==> src/rtl/fix2flt_arbiter_if.sv <==
// Two-requester conversion request bus and single result channel
// for the fixed-point to float arbiter.
interface fix2flt_arbiter_if;
    logic        req0_valid;
    logic        req0_ready;
    logic [31:0] req0_number;
    logic [4:0]  req0_fixpos;
    logic        req1_valid;
    logic        req1_ready;
    logic [31:0] req1_number;
    logic [4:0]  req1_fixpos;
    logic        out_valid;
    logic        out_ready;
    logic [31:0] out_result;
    logic        out_id;

    modport slave (
        input  req0_valid, req0_number, req0_fixpos,
        output req0_ready,
        input  req1_valid, req1_number, req1_fixpos,
        output req1_ready,
        output out_valid, out_result, out_id,
        input  out_ready
    );

    modport master (
        output req0_valid, req0_number, req0_fixpos,
        input  req0_ready,
        output req1_valid, req1_number, req1_fixpos,
        input  req1_ready,
        input  out_valid, out_result, out_id,
        output out_ready
    );
endinterface

==> src/rtl/fix2flt_arbiter.sv <==
// Round-robin shared converter: signed fixed-point to IEEE-754 single,
// one bit of normalisation per cycle, truncating mantissa.
module fix2flt_arbiter (
    input  logic               clk,
    input  logic               rst,
    fix2flt_arbiter_if.slave   bus,
    output logic               busy
);
    typedef enum logic [2:0] {IDLE, ABS, NORM, PACK, DONE} state_t;

    state_t      state, state_nx;
    logic [31:0] num_q;
    logic [31:0] mag_q;
    logic [31:0] mag_abs;
    logic [31:0] num_sel;
    logic [4:0]  fix_q;
    logic [4:0]  fix_sel;
    logic [5:0]  s_q;
    logic        sign_q;
    logic        id_q;
    logic        zero_q;
    logic        last_q;
    logic [31:0] result_q;
    logic        out_id_q;
    logic        grant0;
    logic        grant1;
    logic        accept;
    logic [7:0]  exp_w;

    // last_q names the requester granted most recently; the other wins a tie
    assign grant0 = bus.req0_valid & (~bus.req1_valid | last_q);
    assign grant1 = bus.req1_valid & ~grant0;

    assign bus.req0_ready = (state == IDLE) & grant0;
    assign bus.req1_ready = (state == IDLE) & grant1;
    assign accept         = bus.req0_ready | bus.req1_ready;

    assign num_sel = grant1 ? bus.req1_number : bus.req0_number;
    assign fix_sel = grant1 ? bus.req1_fixpos : bus.req0_fixpos;

    assign mag_abs = sign_q ? (~num_q + 32'd1) : num_q;
    assign exp_w   = 8'd158 - {2'b00, s_q} - {3'b000, fix_q};

    assign bus.out_valid  = (state == DONE);
    assign bus.out_result = result_q;
    assign bus.out_id     = out_id_q;
    assign busy           = (state != IDLE);

    always_ff @(posedge clk or posedge rst) begin
        if (rst) state <= IDLE;
        else     state <= state_nx;
    end

    always_comb begin
        state_nx = state;
        unique case (state)
            IDLE: if (accept) state_nx = ABS;
            ABS:  state_nx = (mag_abs == 32'd0) ? PACK : NORM;
            NORM: if (mag_q[31]) state_nx = PACK;
            PACK: state_nx = DONE;
            DONE: if (bus.out_ready) state_nx = IDLE;
            default: state_nx = IDLE;
        endcase
    end

    always_ff @(posedge clk or posedge rst) begin
        if (rst) begin
            num_q    <= '0;
            mag_q    <= '0;
            fix_q    <= '0;
            s_q      <= '0;
            sign_q   <= 1'b0;
            id_q     <= 1'b0;
            zero_q   <= 1'b0;
            last_q   <= 1'b1;
            result_q <= '0;
            out_id_q <= 1'b0;
        end else begin
            unique case (state)
                IDLE: if (accept) begin
                    num_q  <= num_sel;
                    fix_q  <= fix_sel;
                    sign_q <= num_sel[31];
                    id_q   <= grant1;
                    last_q <= grant1;
                end
                ABS: begin
                    mag_q  <= mag_abs;
                    zero_q <= (mag_abs == 32'd0);
                    s_q    <= '0;
                end
                NORM: if (!mag_q[31]) begin
                    mag_q <= mag_q << 1;
                    s_q   <= s_q + 6'd1;
                end
                PACK: begin
                    result_q <= zero_q ? 32'd0 : {sign_q, exp_w, mag_q[30:8]};
                    out_id_q <= id_q;
                end
                default: ;
            endcase
        end
    end
endmodule

==> src/flat_wrapper.sv <==
// flat-port wrapper written by rule: the top's interface ports become plain ports
module fix2flt_arbiter_flat 
  (clk, rst, busy, bus_req0_valid, bus_req0_number, bus_req0_fixpos, bus_req0_ready, bus_req1_valid, bus_req1_number, bus_req1_fixpos, bus_req1_ready, bus_out_valid, bus_out_result, bus_out_id, bus_out_ready);
  fix2flt_arbiter_if bus_i ();
  input  logic clk;
  input  logic rst;
  output logic busy;
  input wire logic [$bits(bus_i.req0_valid)-1:0] bus_req0_valid;
  input wire logic [$bits(bus_i.req0_number)-1:0] bus_req0_number;
  input wire logic [$bits(bus_i.req0_fixpos)-1:0] bus_req0_fixpos;
  output wire logic [$bits(bus_i.req0_ready)-1:0] bus_req0_ready;
  input wire logic [$bits(bus_i.req1_valid)-1:0] bus_req1_valid;
  input wire logic [$bits(bus_i.req1_number)-1:0] bus_req1_number;
  input wire logic [$bits(bus_i.req1_fixpos)-1:0] bus_req1_fixpos;
  output wire logic [$bits(bus_i.req1_ready)-1:0] bus_req1_ready;
  output wire logic [$bits(bus_i.out_valid)-1:0] bus_out_valid;
  output wire logic [$bits(bus_i.out_result)-1:0] bus_out_result;
  output wire logic [$bits(bus_i.out_id)-1:0] bus_out_id;
  input wire logic [$bits(bus_i.out_ready)-1:0] bus_out_ready;
  assign bus_i.req0_valid = bus_req0_valid;
  assign bus_i.req0_number = bus_req0_number;
  assign bus_i.req0_fixpos = bus_req0_fixpos;
  assign bus_req0_ready = bus_i.req0_ready;
  assign bus_i.req1_valid = bus_req1_valid;
  assign bus_i.req1_number = bus_req1_number;
  assign bus_i.req1_fixpos = bus_req1_fixpos;
  assign bus_req1_ready = bus_i.req1_ready;
  assign bus_out_valid = bus_i.out_valid;
  assign bus_out_result = bus_i.out_result;
  assign bus_out_id = bus_i.out_id;
  assign bus_i.out_ready = bus_out_ready;
  fix2flt_arbiter u_core (.clk(clk), .rst(rst), .bus(bus_i), .busy(busy));
endmodule
==> config.mk <==
export PLATFORM = sky130hd
export DESIGN_NAME = fix2flt_arbiter_flat
export DESIGN_NICKNAME = d
export VERILOG_FILES = /design/src/rtl/fix2flt_arbiter_if.sv /design/src/rtl/fix2flt_arbiter.sv /design/src/flat_wrapper.sv
export SDC_FILE = /design/constraint.sdc
export NUM_CORES = 1
export LEC_CHECK = 0
export CAP_MARGIN = 20
export CORE_MARGIN = 5
export CORE_UTILIZATION = 25
export DETAILED_ROUTE_END_ITERATION = 8
export PLACE_DENSITY = 0.53
export SETUP_SLACK_MARGIN = 0.3
export SKIP_CTS_REPAIR_TIMING = 1
export SLEW_MARGIN = 20
export SYNTH_ARGS = -nofsm -noshare
export SYNTH_HDL_FRONTEND = slang
export SYNTH_SLANG_ARGS = --single-unit
==> constraint.sdc <==
create_clock -name clk -period 3.2 [get_ports clk]
set_input_delay 0.32 -clock clk [delete_from_list [all_inputs] [get_ports clk]]
set_output_delay 0.32 -clock clk [all_outputs]
set_load 0.005 [all_outputs]
# After elaboration in Yosys (flattened, before gate mapping)
# Index checks and enable logic that the tools add are counted.
[totals]
out_inout_bits = 37
reg_bits = 115
input_bits = 79
[op_classes]
n_bitwise = 9
reduce_logical = 7
n_mux = 13
n_addsub = 4
eq_ne = 8
[op_table]
columns = ["operator", "count"]
rows = [
  ["$mux 32", 4],
  ["$pmux 32 s2", 1],
  ["$add 32x1->32 const B", 1],
  ["$logic_not 32->1", 1],
  ["$not 32->32", 1],
  ["$pmux 3 s5", 1],
  ["$pmux 6 s2", 1],
  ["$mux 3", 3],
  ["$sub 8x5->8", 1],
  ["$sub 8x6->8 const A", 1],
  ["$add 6x1->6 const B", 1],
  ["$eq 3x2->1 const B", 2],
  ["$mux 6", 1],
  ["$ne 2x1->1 const B", 3],
  ["$mux 5", 1],
  ["$and 1x1->1", 4],
  ["$reduce_and 2->1", 2],
  ["$eq 3x1->1 const B", 1],
  ["$eq 3x3->1 const B", 1],
  ["$logic_not 3->1", 1],
  ["$reduce_and 3->1", 1],
  ["$reduce_bool 3->1", 1],
  ["$ne 2x2->1 const B", 1],
  ["$not 1->1", 2],
  ["3 further kinds", 4],
]

# Logic depth before layout (Yosys ltp)
[depth]
ltp_word = 9
depth_mapped = 13
mapped_depth_nobuf = 10

# Worst setup path before layout
# OpenSTA, ideal clock, no wires.
[synth_path]
path_type = "reg-to-reg"
start = "reg u_core.num_q[1]"
end = "reg u_core.state[0]"
synth_period_minus_slack_ns = 3.093
path_buffers = 4
arrival_time_ns = 2.989
path_stages_with_launch = 14
setup_slack_ns = 0.107
t_required_ns = 3.097
cell_sequence = "dfrtp_1 clkbuf_1 inv_1 ha_1 or3b_1 clkbuf_1 or4_4 buf_6 buf_2 nor4_1 o211ai_1 a221oi_1 clkinv_1 o41ai_2"
[synth_via]
elab_chain_cells = 6
[synth_lines]
columns = ["element", "line", "text"]
rows = [
  ["from (decl)", "fix2flt_arbiter.sv:12", "logic [31:0] num_q;"],
  ["from (signal assigned)", "fix2flt_arbiter.sv:81", "num_q <= num_sel;"],
  ["$not 32->32", "fix2flt_arbiter.sv:41", "assign mag_abs = sign_q ? (~num_q + 32'd1) : num_q;"],
  ["$add 32x1->32", "fix2flt_arbiter.sv:41", ""],
  ["$mux 32 (*)", "fix2flt_arbiter.sv:41", ""],
  ["$logic_not 32->1 (*)", "fix2flt_arbiter.sv:58", "ABS: state_nx = (mag_abs == 32'd0) ? PACK : NORM;"],
  ["$mux 1 (*)", "fix2flt_arbiter.sv:58", ""],
  ["$pmux 3 s5 (*)", "fix2flt_arbiter.sv:56", "unique case (state)"],
  ["to (signal assigned)", "fix2flt_arbiter.sv:51", "else state <= state_nx;"],
  ["to (decl)", "fix2flt_arbiter.sv:11", "state_t state, state_nx;"],
]
# Mark *: on every way between the ends. The rest lies on a longest branch, timed or not.
# A chain may end at the register's enable or synchronous reset.

# Worst setup path after layout
[layout_path]
start = "reg u_core.num_q[0]"
end = "reg u_core.zero_q"
[layout_via]
elab_chain_cells = 4
[layout_lines]
columns = ["element", "line", "text"]
rows = [
  ["$not 32->32", "fix2flt_arbiter.sv:41", ""],
  ["$add 32x1->32", "fix2flt_arbiter.sv:41", ""],
  ["$mux 32 (*)", "fix2flt_arbiter.sv:41", ""],
  ["$logic_not 32->1 (*)", "fix2flt_arbiter.sv:89", "zero_q <= (mag_abs == 32'd0);"],
  ["to (signal assigned)", "fix2flt_arbiter.sv:89", ""],
  ["to (decl)", "fix2flt_arbiter.sv:21", "logic zero_q;"],
]
# Marked as above.

==> results.json <==
{
  "cts_made_buffers": 17,
  "fillers": 2675,
  "final_common_cell": "clkdlybuf4s50_1",
  "synth_top_area_share_pct": 44.97,
  "syn_to_final_growth_pct": 36.09,
  "path_delay_family": "simple AND/OR/NAND/NOR gates",
  "path_buf_inv": 1,
  "stdcell_count": 1125,
  "coreArea_um2": 24960,
  "wl_um": 16080,
  "cp-end-kind": "register",
  "drtIter0Drc": 260,
  "io_buffers": 115,
  "final.period_utilization_pct": 90.32,
  "grt_pass1_wl_um": 26570,
  "drv_slew": 0,
  "clk_pin_slew_ns": 0.05,
  "dp.cells": 1086,
  "cp_cell_sequence": "inv_2 -> ha_4 -> or3b_4 -> or4_4 -> o41ai_4 -> xnor2_2 -> nor4b_2 -> nand3_1 -> o31ai_1",
  "yosys-top-cells-area": "dfrtp_1 45%, o21ai_0 8.3%, mux2i_1 6.4%",
  "outcome": "completed",
  "setup_tns_ns": 0,
  "report.final.hold_viol_count": 0,
  "wl_per_cell_um": 14.30,
  "grt_max_degree": 52,
  "fmax_mhz": 346.0,
  "fin_crit_ns": 2.890,
  "die_x_um": 168.6,
  "grtUsageTotal_pct": 11.55,
  "clk_latency_ns": 0.41,
  "syn_area_per_cell_um2": 9.316,
  "synth_cell_types": 57,
  "synth_nets": 767,
  "ys_ff_latch": 114,
  "skew_ns": 0.009262,
  "synth_cells": 675,
  "cts_buffer_depth": 2,
  "layout_common_cells": "115 x clkdlybuf4s50_1, 111 x dfrtp_1, 104 x o21ai_0, 95 x nand2_1, 40 x mux2i_1",
  "synth_top_area_cell": "dfrtp_1",
  "viasPerCell": 4.494,
  "antenna_found_initial": 0,
  "ant_nets": 0,
  "p_leak_nw": 3.591,
  "relSlewSlack_pct": 44.53,
  "regArea_um2": 2856,
  "synth_ff_type": "dfrtp_1",
  "first_pass_iters": 4,
  "num_rows": 58,
  "num_antenna_cells": 0,
  "clockRootBuffer": "clkbuf_16",
  "r2r_slack_ns": 0.31,
  "cpPeakStageDelay_ns": 0.64,
  "holdCritPathClass": "input port to asynchronous set/reset pin",
  "finalSetupViolations": 0,
  "crit_fanout": 8,
  "vias": 5056,
  "power.density_nw_per_um2": 973.8,
  "maxCapViolCount": 0,
  "final_layout_size_suffix_gt1_share_pct": 11.32,
  "place.gp.congestion": 0.8355,
  "dieHeight_um": 168.6,
  "required_ns": 3.52,
  "peakVddDrop_mv": 0.3454,
  "synth_edf_count": 0,
  "seq_area_frac_synth_pct": 45.38,
  "dp.final_hpwl_um": 11990,
  "crit_path_start_kind": "register",
  "ys_warn_count": 0,
  "async_reset_ff_share_pct": 100.0,
  "ctsHtreeMaxLevel": 4,
  "final_nets": 875,
  "syn_area_um2": 6289,
  "cp_slowest_cell": "or4_4",
  "tightestPinTransition_ns": 0.8321,
  "multi_input_area_um2": 3209,
  "cts.sinks": 114,
  "rsz0062_at_grt": "yes",
  "critPathKind": "register to register",
  "initial_core_util_pct": 25.19,
  "io_pins": 116,
  "dieArea_um2": 28430,
  "cts_tree": "done",
  "route.detailed.drc": 0,
  "arrival_ns": 3.21,
  "overflow": 0,
  "grt_pass1_vias": 4993
}
==> final timing paths <==
| kind | start | to | depth (start not counted) |
|---|---|---|---|
| min in group clk | u_core.bus.out_result[25]$_DFFE_PP0P_ | u_core.bus.out_result[25]$_DFFE_PP0P_ | 2 |
| min reg2reg | u_core.bus.out_result[25]$_DFFE_PP0P_ | u_core.bus.out_result[25]$_DFFE_PP0P_ | 2 |
| min | rst | u_core.id_q$_DFFE_PP0P_ | 2 |
| max in group asynchronous | rst | u_core.mag_q[3]$_DFFE_PP0P_ | 3 |
| max | u_core.num_q[0]$_DFFE_PP0P_ | u_core.zero_q$_DFFE_PP0P_ | 9 |
| max reg2reg | u_core.num_q[0]$_DFFE_PP0P_ | u_core.zero_q$_DFFE_PP0P_ | 9 |
==> kinds of logic (layout without fill, tap and decap cells) <==
kind of cell / Yosys count / count (layout) / share of synthesized area (%)
buf+inv: 78 / 198 / 5.074
flops: 114 / 114 / 45.38
fa+ha+maj: 13 / 13 / 2.706
xor+xnor: 36 / 36 / 5.014
simple gates: 207 / 207 / 16.38
mux: 42 / 42 / 6.725
compound gates: 185 / 185 / 18.72
==> power breakdown <==
part | leakage, nW | switching (mW) | internal [mW]
Combinational | 1.86 | 1.96 | 1.73
Clock | 0.291 | 0.639 | 1.27
Sequential | 1.44 | 0.651 | 2.09
==> layer usage <==
| metal | up-vias | part of all wire, % | global-route usage, % |
|---|---|---|---|
| met4 | 0 | 1.3 | 3.458 |
| met5 | - | 0 | 0 |
| met3 | 15 | 4.3 | 3.083 |
| met1 | 2330 | 51 | 16.65 |
| li1 | 2598 | - | - |
| met2 | 113 | 43 | 16.98 |
==> area by class of cell <==
cell class	count	share of cell area, %
Clock buffer	21	5.497
Clock inverter	10	1.550
Inverter	25	1.140
Multi-Input combinational cell	483	37.50
Sequential cell	114	33.38
Tap cell	330	4.825
Timing Repair Buffer	142	16.11
==> through the flow <==
| step | hold WS [ns] | util (%) | worst slack (ns) | power, mW | instance area, µm² |
|---|---|---|---|---|---|
| 2_1_floorplan | 0.4275 | - | 0.3220 | 5.063 | 6342 |
| 3_3_place_gp | 0.4627 | 31.44 | 0.2480 | 6.336 | 7849 |
| 3_5_place_dp | 0.4651 | 31.46 | 0.1897 | 6.390 | 7854 |
| 4_1_cts | 0.4232 | 33.88 | 0.1806 | 8.344 | 8457 |
| 5_1_grt | 0.4940 | 34.28 | 0.1635 | 9.081 | 8558 |
| 6_report | 0.4072 | 34.28 | 0.3098 | 8.334 | 8558 |
==> synth_stat cells (5+ instances only) <==
cell type	instances
dfrtp_1	113
o21ai_0	104
nand2_1	96
clkbuf_1	40
mux2i_1	40
nand2b_1	33
a22oi_1	28
inv_1	24
xor2_1	24
nor2_1	20
ha_1	12
o31ai_1	12
xnor2_1	12
nor3_1	10
nand3_1	9
or3_1	8
buf_1	7
a21oi_1	6
o41ai_1	6
nor4_1	5
or4_1	5
==> sequential cells by signal, indices dropped and copies added, names as in the netlist <==
signal                 cells
u_core.zero_q              1
u_core.state               3
u_core.last_q              1
u_core.num_q              31
u_core.sign_q              1
u_core.bus.out_result     32
u_core.fix_q               5
u_core.s_q                 6
u_core.mag_q              32
u_core.id_q                1
u_core.bus.out_id          1
No activity file was read; power rests on OpenSTA's default activity.
